==> config.mk <==
export PLATFORM = sky130hd
export DESIGN_NAME = router_1x1
export DESIGN_NICKNAME = d
export VERILOG_FILES = /design/src/rtl/router_pkg.sv /design/src/rtl/router_csr.sv /design/src/rtl/router_1x1.sv
export SDC_FILE = /design/constraint.sdc
export NUM_CORES = 1
export LEC_CHECK = 0
export CORE_ASPECT_RATIO = 0.75
export CORE_MARGIN = 5
export CORE_UTILIZATION = 50
export CTS_BUF_LIST = sky130_fd_sc_hd__clkbuf_8
export DETAILED_ROUTE_END_ITERATION = 16
export DONT_BUFFER_PORTS = 1
export SLEW_MARGIN = 20
export SYNTH_ARGS = -nofsm -noshare
export SYNTH_HDL_FRONTEND = slang
export SYNTH_SLANG_ARGS = --single-unit
==> constraint.sdc <==
create_clock -name clk -period 4.45 [get_ports clk]
set_clock_uncertainty 0.15 [all_clocks]
set_input_delay 1.335 -clock clk [delete_from_list [all_inputs] [get_ports clk]]
set_output_delay 1.335 -clock clk [all_outputs]
set_load 0.02 [all_outputs]
==> src/rtl/router_pkg.sv <==
// rtl/router_pkg.sv - shared types and constants for router_1x1
package router_pkg;

  typedef enum logic [1:0] {
    ST_IDLE,
    ST_RECV,
    ST_CHECK,
    ST_SEND
  } state_t;

  localparam logic [7:0] CSR_CTRL = 8'h00;
  localparam logic [7:0] CSR_RX   = 8'h04;
  localparam logic [7:0] CSR_TX   = 8'h08;
  localparam logic [7:0] CSR_DROP = 8'h0C;
  localparam logic [7:0] CSR_CRC  = 8'h10;
  localparam logic [7:0] CSR_LEN  = 8'h14;

  // Header layout, each field following the previous one
  localparam int OFF_SA      = 0;
  localparam int OFF_DA      = OFF_SA + 1;
  localparam int OFF_LEN     = OFF_DA + 1;
  localparam int OFF_CRC     = OFF_LEN + 4;
  localparam int OFF_PAYLOAD = OFF_CRC + 4;

  localparam int CTRL_EN  = 0;
  localparam int CTRL_CLR = 1;

  function automatic logic [31:0] sat_add(input logic [31:0] v, input logic [1:0] n);
    logic [32:0] s;
    s = {1'b0, v} + {31'b0, n};
    return s[32] ? 32'hFFFF_FFFF : s[31:0];
  endfunction

endpackage

==> src/rtl/router_csr.sv <==
// rtl/router_csr.sv - control register, saturating statistics counters and read mux
module router_csr
  import router_pkg::*;
(
  input  logic        i_clk,
  input  logic        i_rst_n,
  input  logic        i_wr,
  input  logic        i_rd,
  input  logic [7:0]  i_addr,
  input  logic [31:0] i_wdata,
  input  logic        i_ev_rx,
  input  logic        i_ev_tx,
  input  logic        i_ev_drop_pkt,
  input  logic        i_ev_drop_burst,
  input  logic        i_ev_crc,
  input  logic        i_ev_len,
  output logic        o_en,
  output logic [31:0] o_rdata
);

  logic        r_en;
  logic [31:0] r_rx, r_tx, r_drop, r_crc, r_len, r_rdata;
  logic        w_ctrl_wr, w_clr;
  logic [31:0] w_rd_mux;
  logic        w_unused_wdata;

  assign w_ctrl_wr      = i_wr && (i_addr == CSR_CTRL);
  assign w_clr          = w_ctrl_wr && i_wdata[CTRL_CLR];
  assign w_unused_wdata = ^i_wdata[31:2];

  always_ff @(posedge i_clk or negedge i_rst_n) begin
    if (!i_rst_n) begin
      r_en   <= 1'b1;
      r_rx   <= '0;
      r_tx   <= '0;
      r_drop <= '0;
      r_crc  <= '0;
      r_len  <= '0;
    end else begin
      if (w_ctrl_wr) r_en <= i_wdata[CTRL_EN];
      // Clear wins over any event landing in the same cycle
      if (w_clr) begin
        r_rx   <= '0;
        r_tx   <= '0;
        r_drop <= '0;
        r_crc  <= '0;
        r_len  <= '0;
      end else begin
        r_rx   <= sat_add(r_rx, {1'b0, i_ev_rx});
        r_tx   <= sat_add(r_tx, {1'b0, i_ev_tx});
        r_drop <= sat_add(r_drop, {1'b0, i_ev_drop_pkt} + {1'b0, i_ev_drop_burst});
        r_crc  <= sat_add(r_crc, {1'b0, i_ev_crc});
        r_len  <= sat_add(r_len, {1'b0, i_ev_len});
      end
    end
  end

  always_comb begin
    w_rd_mux = '0;
    case (i_addr)
      CSR_CTRL: w_rd_mux = {31'b0, r_en};
      CSR_RX:   w_rd_mux = r_rx;
      CSR_TX:   w_rd_mux = r_tx;
      CSR_DROP: w_rd_mux = r_drop;
      CSR_CRC:  w_rd_mux = r_crc;
      CSR_LEN:  w_rd_mux = r_len;
      default:  w_rd_mux = '0;
    endcase
  end

  always_ff @(posedge i_clk or negedge i_rst_n) begin
    if (!i_rst_n) r_rdata <= '0;
    else if (i_rd) r_rdata <= w_rd_mux;
  end

  assign o_en    = r_en;
  assign o_rdata = r_rdata;

endmodule

==> src/rtl/router_1x1.sv <==
// rtl/router_1x1.sv - store-and-forward byte-serial packet router with length/checksum validation
module router_1x1
  import router_pkg::*;
#(
  parameter int MAX_PKT = 64,
  parameter int MIN_PKT = 11
) (
  input  logic        clk,
  input  logic        reset,
  input  logic [7:0]  dut_inp,
  input  logic        inp_valid,
  output logic [7:0]  dut_outp,
  output logic        outp_valid,
  output logic        busy,
  output logic        error,
  input  logic        wr,
  input  logic        rd,
  input  logic [7:0]  addr,
  input  logic [31:0] wdata,
  output logic [31:0] rdata
);

  localparam int CW = $clog2(MAX_PKT + 1);
  localparam int AW = $clog2(MAX_PKT);

  state_t        r_state, w_state_nxt;
  logic [7:0]    r_buf [MAX_PKT];
  logic [CW-1:0] r_cnt, r_idx;
  logic [31:0]   r_sum;
  logic          r_ovf, r_burst, r_error, r_outp_valid;
  logic [7:0]    r_outp;

  logic [31:0]   w_len, w_crc;
  logic          w_len_bad, w_crc_bad, w_good, w_full, w_busy, w_en;
  logic          w_store, w_buf_we, w_burst_start, w_send_done;
  logic [AW-1:0] w_buf_addr;
  logic          w_ev_rx, w_ev_tx, w_ev_crc, w_ev_len, w_drop_pkt;

  assign w_len = {r_buf[AW'(OFF_LEN)], r_buf[AW'(OFF_LEN + 1)],
                  r_buf[AW'(OFF_LEN + 2)], r_buf[AW'(OFF_LEN + 3)]};
  assign w_crc = {r_buf[AW'(OFF_CRC)], r_buf[AW'(OFF_CRC + 1)],
                  r_buf[AW'(OFF_CRC + 2)], r_buf[AW'(OFF_CRC + 3)]};

  assign w_full      = (r_cnt == CW'(MAX_PKT));
  assign w_len_bad   = r_ovf || (32'(r_cnt) != w_len) ||
                       (w_len < 32'(MIN_PKT)) || (w_len > 32'(MAX_PKT));
  assign w_crc_bad   = (r_sum != w_crc);
  assign w_good      = !w_len_bad && !w_crc_bad;
  assign w_busy      = (r_state == ST_CHECK) || (r_state == ST_SEND);
  // One drop/error per contiguous run of input bytes arriving while busy
  assign w_burst_start = w_busy && inp_valid && !r_burst;
  assign w_send_done = (32'(r_idx) == w_len);

  always_ff @(posedge clk or negedge reset) begin
    if (!reset) r_state <= ST_IDLE;
    else        r_state <= w_state_nxt;
  end

  always_comb begin
    w_state_nxt = r_state;
    w_store     = 1'b0;
    w_ev_rx     = 1'b0;
    w_ev_tx     = 1'b0;
    w_ev_crc    = 1'b0;
    w_ev_len    = 1'b0;
    w_drop_pkt  = 1'b0;
    case (r_state)
      ST_IDLE: begin
        // A burst that began while busy is not mistaken for a new packet
        if (inp_valid && w_en && !r_burst) begin
          w_store     = 1'b1;
          w_state_nxt = ST_RECV;
        end
      end
      ST_RECV: begin
        if (inp_valid) begin
          w_store = 1'b1;
        end else begin
          w_ev_rx     = 1'b1;
          w_state_nxt = ST_CHECK;
        end
      end
      ST_CHECK: begin
        if (w_good) begin
          w_state_nxt = ST_SEND;
        end else begin
          w_drop_pkt  = 1'b1;
          w_ev_len    = w_len_bad;
          w_ev_crc    = !w_len_bad;
          w_state_nxt = ST_IDLE;
        end
      end
      ST_SEND: begin
        if (w_send_done) begin
          w_ev_tx     = 1'b1;
          w_state_nxt = ST_IDLE;
        end
      end
      default: w_state_nxt = ST_IDLE;
    endcase
  end

  always_comb begin
    w_buf_addr = (r_state == ST_IDLE) ? '0 : r_cnt[AW-1:0];
    w_buf_we   = w_store && ((r_state == ST_IDLE) || !w_full);
  end

  always_ff @(posedge clk) begin
    if (w_buf_we) r_buf[w_buf_addr] <= dut_inp;
  end

  always_ff @(posedge clk or negedge reset) begin
    if (!reset) begin
      r_cnt        <= '0;
      r_idx        <= '0;
      r_sum        <= '0;
      r_ovf        <= 1'b0;
      r_burst      <= 1'b0;
      r_error      <= 1'b0;
      r_outp       <= '0;
      r_outp_valid <= 1'b0;
    end else begin
      r_error <= w_drop_pkt | w_burst_start;
      if (!inp_valid)         r_burst <= 1'b0;
      else if (w_burst_start) r_burst <= 1'b1;
      case (r_state)
        ST_IDLE: begin
          if (w_store) begin
            r_cnt <= CW'(1);
            r_ovf <= 1'b0;
            r_sum <= '0;
          end
        end
        ST_RECV: begin
          if (w_store) begin
            if (w_full) begin
              r_ovf <= 1'b1;
            end else begin
              r_cnt <= r_cnt + CW'(1);
              if (r_cnt >= CW'(OFF_PAYLOAD)) r_sum <= r_sum + {24'b0, dut_inp};
            end
          end
        end
        ST_CHECK: begin
          if (w_good) begin
            r_outp       <= r_buf[AW'(OFF_SA)];
            r_outp_valid <= 1'b1;
            r_idx        <= CW'(1);
          end
        end
        ST_SEND: begin
          if (w_send_done) begin
            r_outp       <= '0;
            r_outp_valid <= 1'b0;
          end else begin
            r_outp <= r_buf[r_idx[AW-1:0]];
            r_idx  <= r_idx + CW'(1);
          end
        end
        default: ;
      endcase
    end
  end

  router_csr u_csr (
    .i_clk           (clk),
    .i_rst_n         (reset),
    .i_wr            (wr),
    .i_rd            (rd),
    .i_addr          (addr),
    .i_wdata         (wdata),
    .i_ev_rx         (w_ev_rx),
    .i_ev_tx         (w_ev_tx),
    .i_ev_drop_pkt   (w_drop_pkt),
    .i_ev_drop_burst (w_burst_start),
    .i_ev_crc        (w_ev_crc),
    .i_ev_len        (w_ev_len),
    .o_en            (w_en),
    .o_rdata         (rdata)
  );

  assign dut_outp   = r_outp;
  assign outp_valid = r_outp_valid;
  assign busy       = w_busy;
  assign error      = r_error;

endmodule

==> impl_metrics.yaml <==
clock_tree:
  cts-root-buf: "clkbuf_8"
  cts_setup_buffers: 0
  clock_sinks: 765
  ctsHoldBuffers: 0
  clock_latency_ns: 0.77
  htreeDepth: 3
  ctsResizeCount: 0
  clk_pin_slew_ns: 0.07
  clockBufferDepth: 3
  cts_buffers: 117
  tritoncts: "yes"
timing:
  final.setup.tns_ns: 0
  whs_ns: 0.153
  min_period_over_period: 0.957
  setup_viol: 0
  final_hold_viol_count: 0
  rsz0062_at_grt: "false"
  slew-limit-headroom: 0.245
  max_clock_freq_mhz: 235
  slew_violations: 0
  worst_slew_pin_slew_ns: 1.12
  min_period_ns: 4.26
global_routing:
  grt_pass1_vias: 20900
  grt_pass1_wl_mm: 134
  grtUsageMet3: 0.0522
  use_met1: 0.397
  grt_overflow: 0
  antenna_found_initial: 0
  use_met2: 0.316
  top_usage_layer: "met1"
  grt_usage: 0.236
  grt_max_degree: 254
setup_path:
  start_kind: "flop"
  end_kind: "flop"
  crit_arrival_ns: 4.74
  slowest_stage: "or4_1"
  cp_max_fo: 7
  max_stage_delay_ns: 0.64
  cp_common_cell: "ha_1"
  critical_path.cell_chain: "nor4_2 -> nand4_1 -> or4_1 -> nor2_1 -> ha_1 -> ha_1 -> nand3_1 -> nor4_1 -> and2_1 -> buf_4 -> a41oi_1 -> a311oi_1"
  crit_family: "simple AND/OR/NAND/NOR gates"
  path_buf_inv: 1
  required_ns: 4.93
  critPathKind: "flop to flop"
final_layout:
  nets: 2730
  fillers: 5589
  layout_commonest_cell: "edfxtp_1"
  multi_input_area_um2: 12200
  syn2layout_area_growth_pct: 10.6
  antenna_cells: 0
  drive_gt1_frac: 0.175
  most-common-layout-cells: "edfxtp_1 (512), dfrtp_1 (249), a21oi_1 (207)"
  seq_area_um2: 21700
yosys:
  synth_cell_type_count: 78
  async_flop_share: 0.331
  ys_seq_area_frac: 0.627
  yosys_most_used_dff: "edfxtp_1"
  synth_area_per_cell_um2: 13.5
  syn_area_um2: 34600
  yosysWarnings: 0
  synthesis.nets: 2643
  synth_cells: 2567
  ys_seq_elements: 765
  synth_edf_count: 512
floorplanning:
  die_h_um: 238
  ioPinCount: 96
  die_x_um: 314
  die-area_um2: 74700
  coreArea_um2: 68500
  start_util: 0.505
  rows: 83
route:
  first_pass_iters: 5
  wl_mm: 89.6
  drcViolationCount: 0
  vias: 22100
  routedWlPerCell_um: 24.6
  drtIter0Drc: 2649
  antenna_left: 0
  via_per_inst: 6.07
power:
  p_leak_nw: 13.2
  p_per_area_nw_per_um2: 373
  vdd_ir_drop_max_v: 0.000255
  fin_total_pwr_mw: 14.3
status:
  status: "complete, no violations"
hold_path:
  hp-class: "input port to async pin"
place:
  post-dp-hpwl_mm: 57.5
  gp_congestion: 0.915
  io_buffers: 0
flow_run:
  cap_violations: 0
cell families (layout without fill, tap and decap cells):
logic type / count (synthesis) / in the layout / share of synthesized area
AOI/OAI and AO/OA: 463 / 463 / 0.0839
xor gates and xnor gates: 185 / 185 / 0.0468
adders and majority gates: 23 / 23 / 0.00874
buffers and inverters: 169 / 355 / 0.0226
DFF: 765 / 765 / 0.627
muxes: 264 / 264 / 0.109
and+or+nand+nor: 698 / 698 / 0.102
per-stage QoR:
step                setup slack [ns]  cells  instance area [um2]   util
floorplan                      0.506   2567                34600      -
global placement               0.271   3427                36000  0.525
detailed placement             0.235   3427                36000  0.525
CTS                            0.213   3645                38300  0.559
global route                  0.0108   3645                38300  0.559
finish                         0.193   3645                38300  0.559
routing by layer:
| layer | routed length [um] | share of wire |
|---|---|---|
| met1 | 43600 | 0.49 |
| met2 | 36800 | 0.41 |
| met3 | 7770 | 0.087 |
| met4 | 1370 | 0.015 |
| met5 | 0 | 0 |
synthesized netlist by cell type, drive strengths merged (4+ instances only):
| cell type | count | area share |
|---|---|---|
| nor3 | 28 | 0.0040 |
| o22ai | 5 | 0.00090 |
| a211oi | 4 | 0.00087 |
| and2 | 15 | 0.0027 |
| and3 | 35 | 0.0065 |
| clkbuf | 85 | 0.0092 |
| nand3b | 4 | 0.00087 |
| nand4b | 4 | 0.0010 |
| mux2i | 108 | 0.031 |
| nor4 | 24 | 0.0049 |
| o211ai | 4 | 0.0010 |
| o211a | 4 | 0.0012 |
| edfxtp | 512 | 0.44 |
| a22oi | 60 | 0.013 |
| mux4 | 84 | 0.055 |
| nor2 | 184 | 0.020 |
| xnor2 | 103 | 0.026 |
| xor2 | 82 | 0.021 |
| buf | 58 | 0.011 |
| or4 | 13 | 0.0029 |
| nand2b | 7 | 0.0013 |
| o221ai | 6 | 0.0015 |
| a221oi | 14 | 0.0035 |
| a21oi | 227 | 0.035 |
| a22o | 9 | 0.0023 |
| o31ai | 23 | 0.0050 |
| mux2 | 72 | 0.023 |
| inv | 25 | 0.0027 |
| a31oi | 9 | 0.0016 |
| a311oi | 5 | 0.0013 |
| ha | 21 | 0.0076 |
| and4 | 24 | 0.0061 |
| nand4 | 52 | 0.0098 |
| nand2 | 169 | 0.018 |
| nand3 | 91 | 0.013 |
| o21ai | 63 | 0.0091 |
| or2 | 10 | 0.0018 |
| o21a | 5 | 0.0011 |
| nor2b | 9 | 0.0016 |
| or3 | 10 | 0.0020 |
| a21o | 5 | 0.0011 |
| nor3b | 8 | 0.0017 |
| dfrtp | 252 | 0.18 |
| o221a | 6 | 0.0020 |
layout make-up:
type,instances,share of cell area
inverters,26,0.00255
multi-input cells,1633,0.318
clock inverters,95,0.0158
clock buffers,123,0.0442
repair buffers,111,0.0237
well taps,892,0.0291
flip-flops and latches,765,0.567
sequential cells by signal, indices dropped and copies added, names as in the netlist, 2 cells and up:
| register | count |
|---|---|
| r_buf | 512 |
| r_sum | 32 |
| u_csr.o_rdata | 32 |
| u_csr.r_crc | 32 |
| u_csr.r_drop | 32 |
| u_csr.r_len | 32 |
| u_csr.r_rx | 32 |
| u_csr.r_tx | 32 |
| dut_outp | 8 |
| r_cnt | 7 |
| r_idx | 7 |
| r_state | 2 |
where the power goes:
| group | switching, mW | internal [mW] | total (mW) |
|---|---|---|---|
| clock network | 2.79 | 2.98 | 5.77 |
| logic | 0.349 | 0.275 | 0.624 |
| registers | 0.165 | 7.72 | 7.88 |
| total | 3.30 | 11.0 | 14.3 |
worst paths after layout:
check	cells past startpoint	end	startpoint	slack [ns]
worst max-delay path	12	u_csr.r_tx[30]	r_buf[4][4]	0.19
worst min-delay path	0	u_csr.r_len[31]	reset	0.15
worst max register to register	12	u_csr.r_tx[30]	r_buf[4][4]	0.19
worst min register to register	1	u_csr.r_drop[27]	u_csr.r_drop[27]	0.36
max in group asynchronous	0	r_idx[0]	reset	3.30
min in group clk	1	u_csr.r_drop[27]	u_csr.r_drop[27]	0.36
Note: power is estimated with default switching activity, not from simulation.
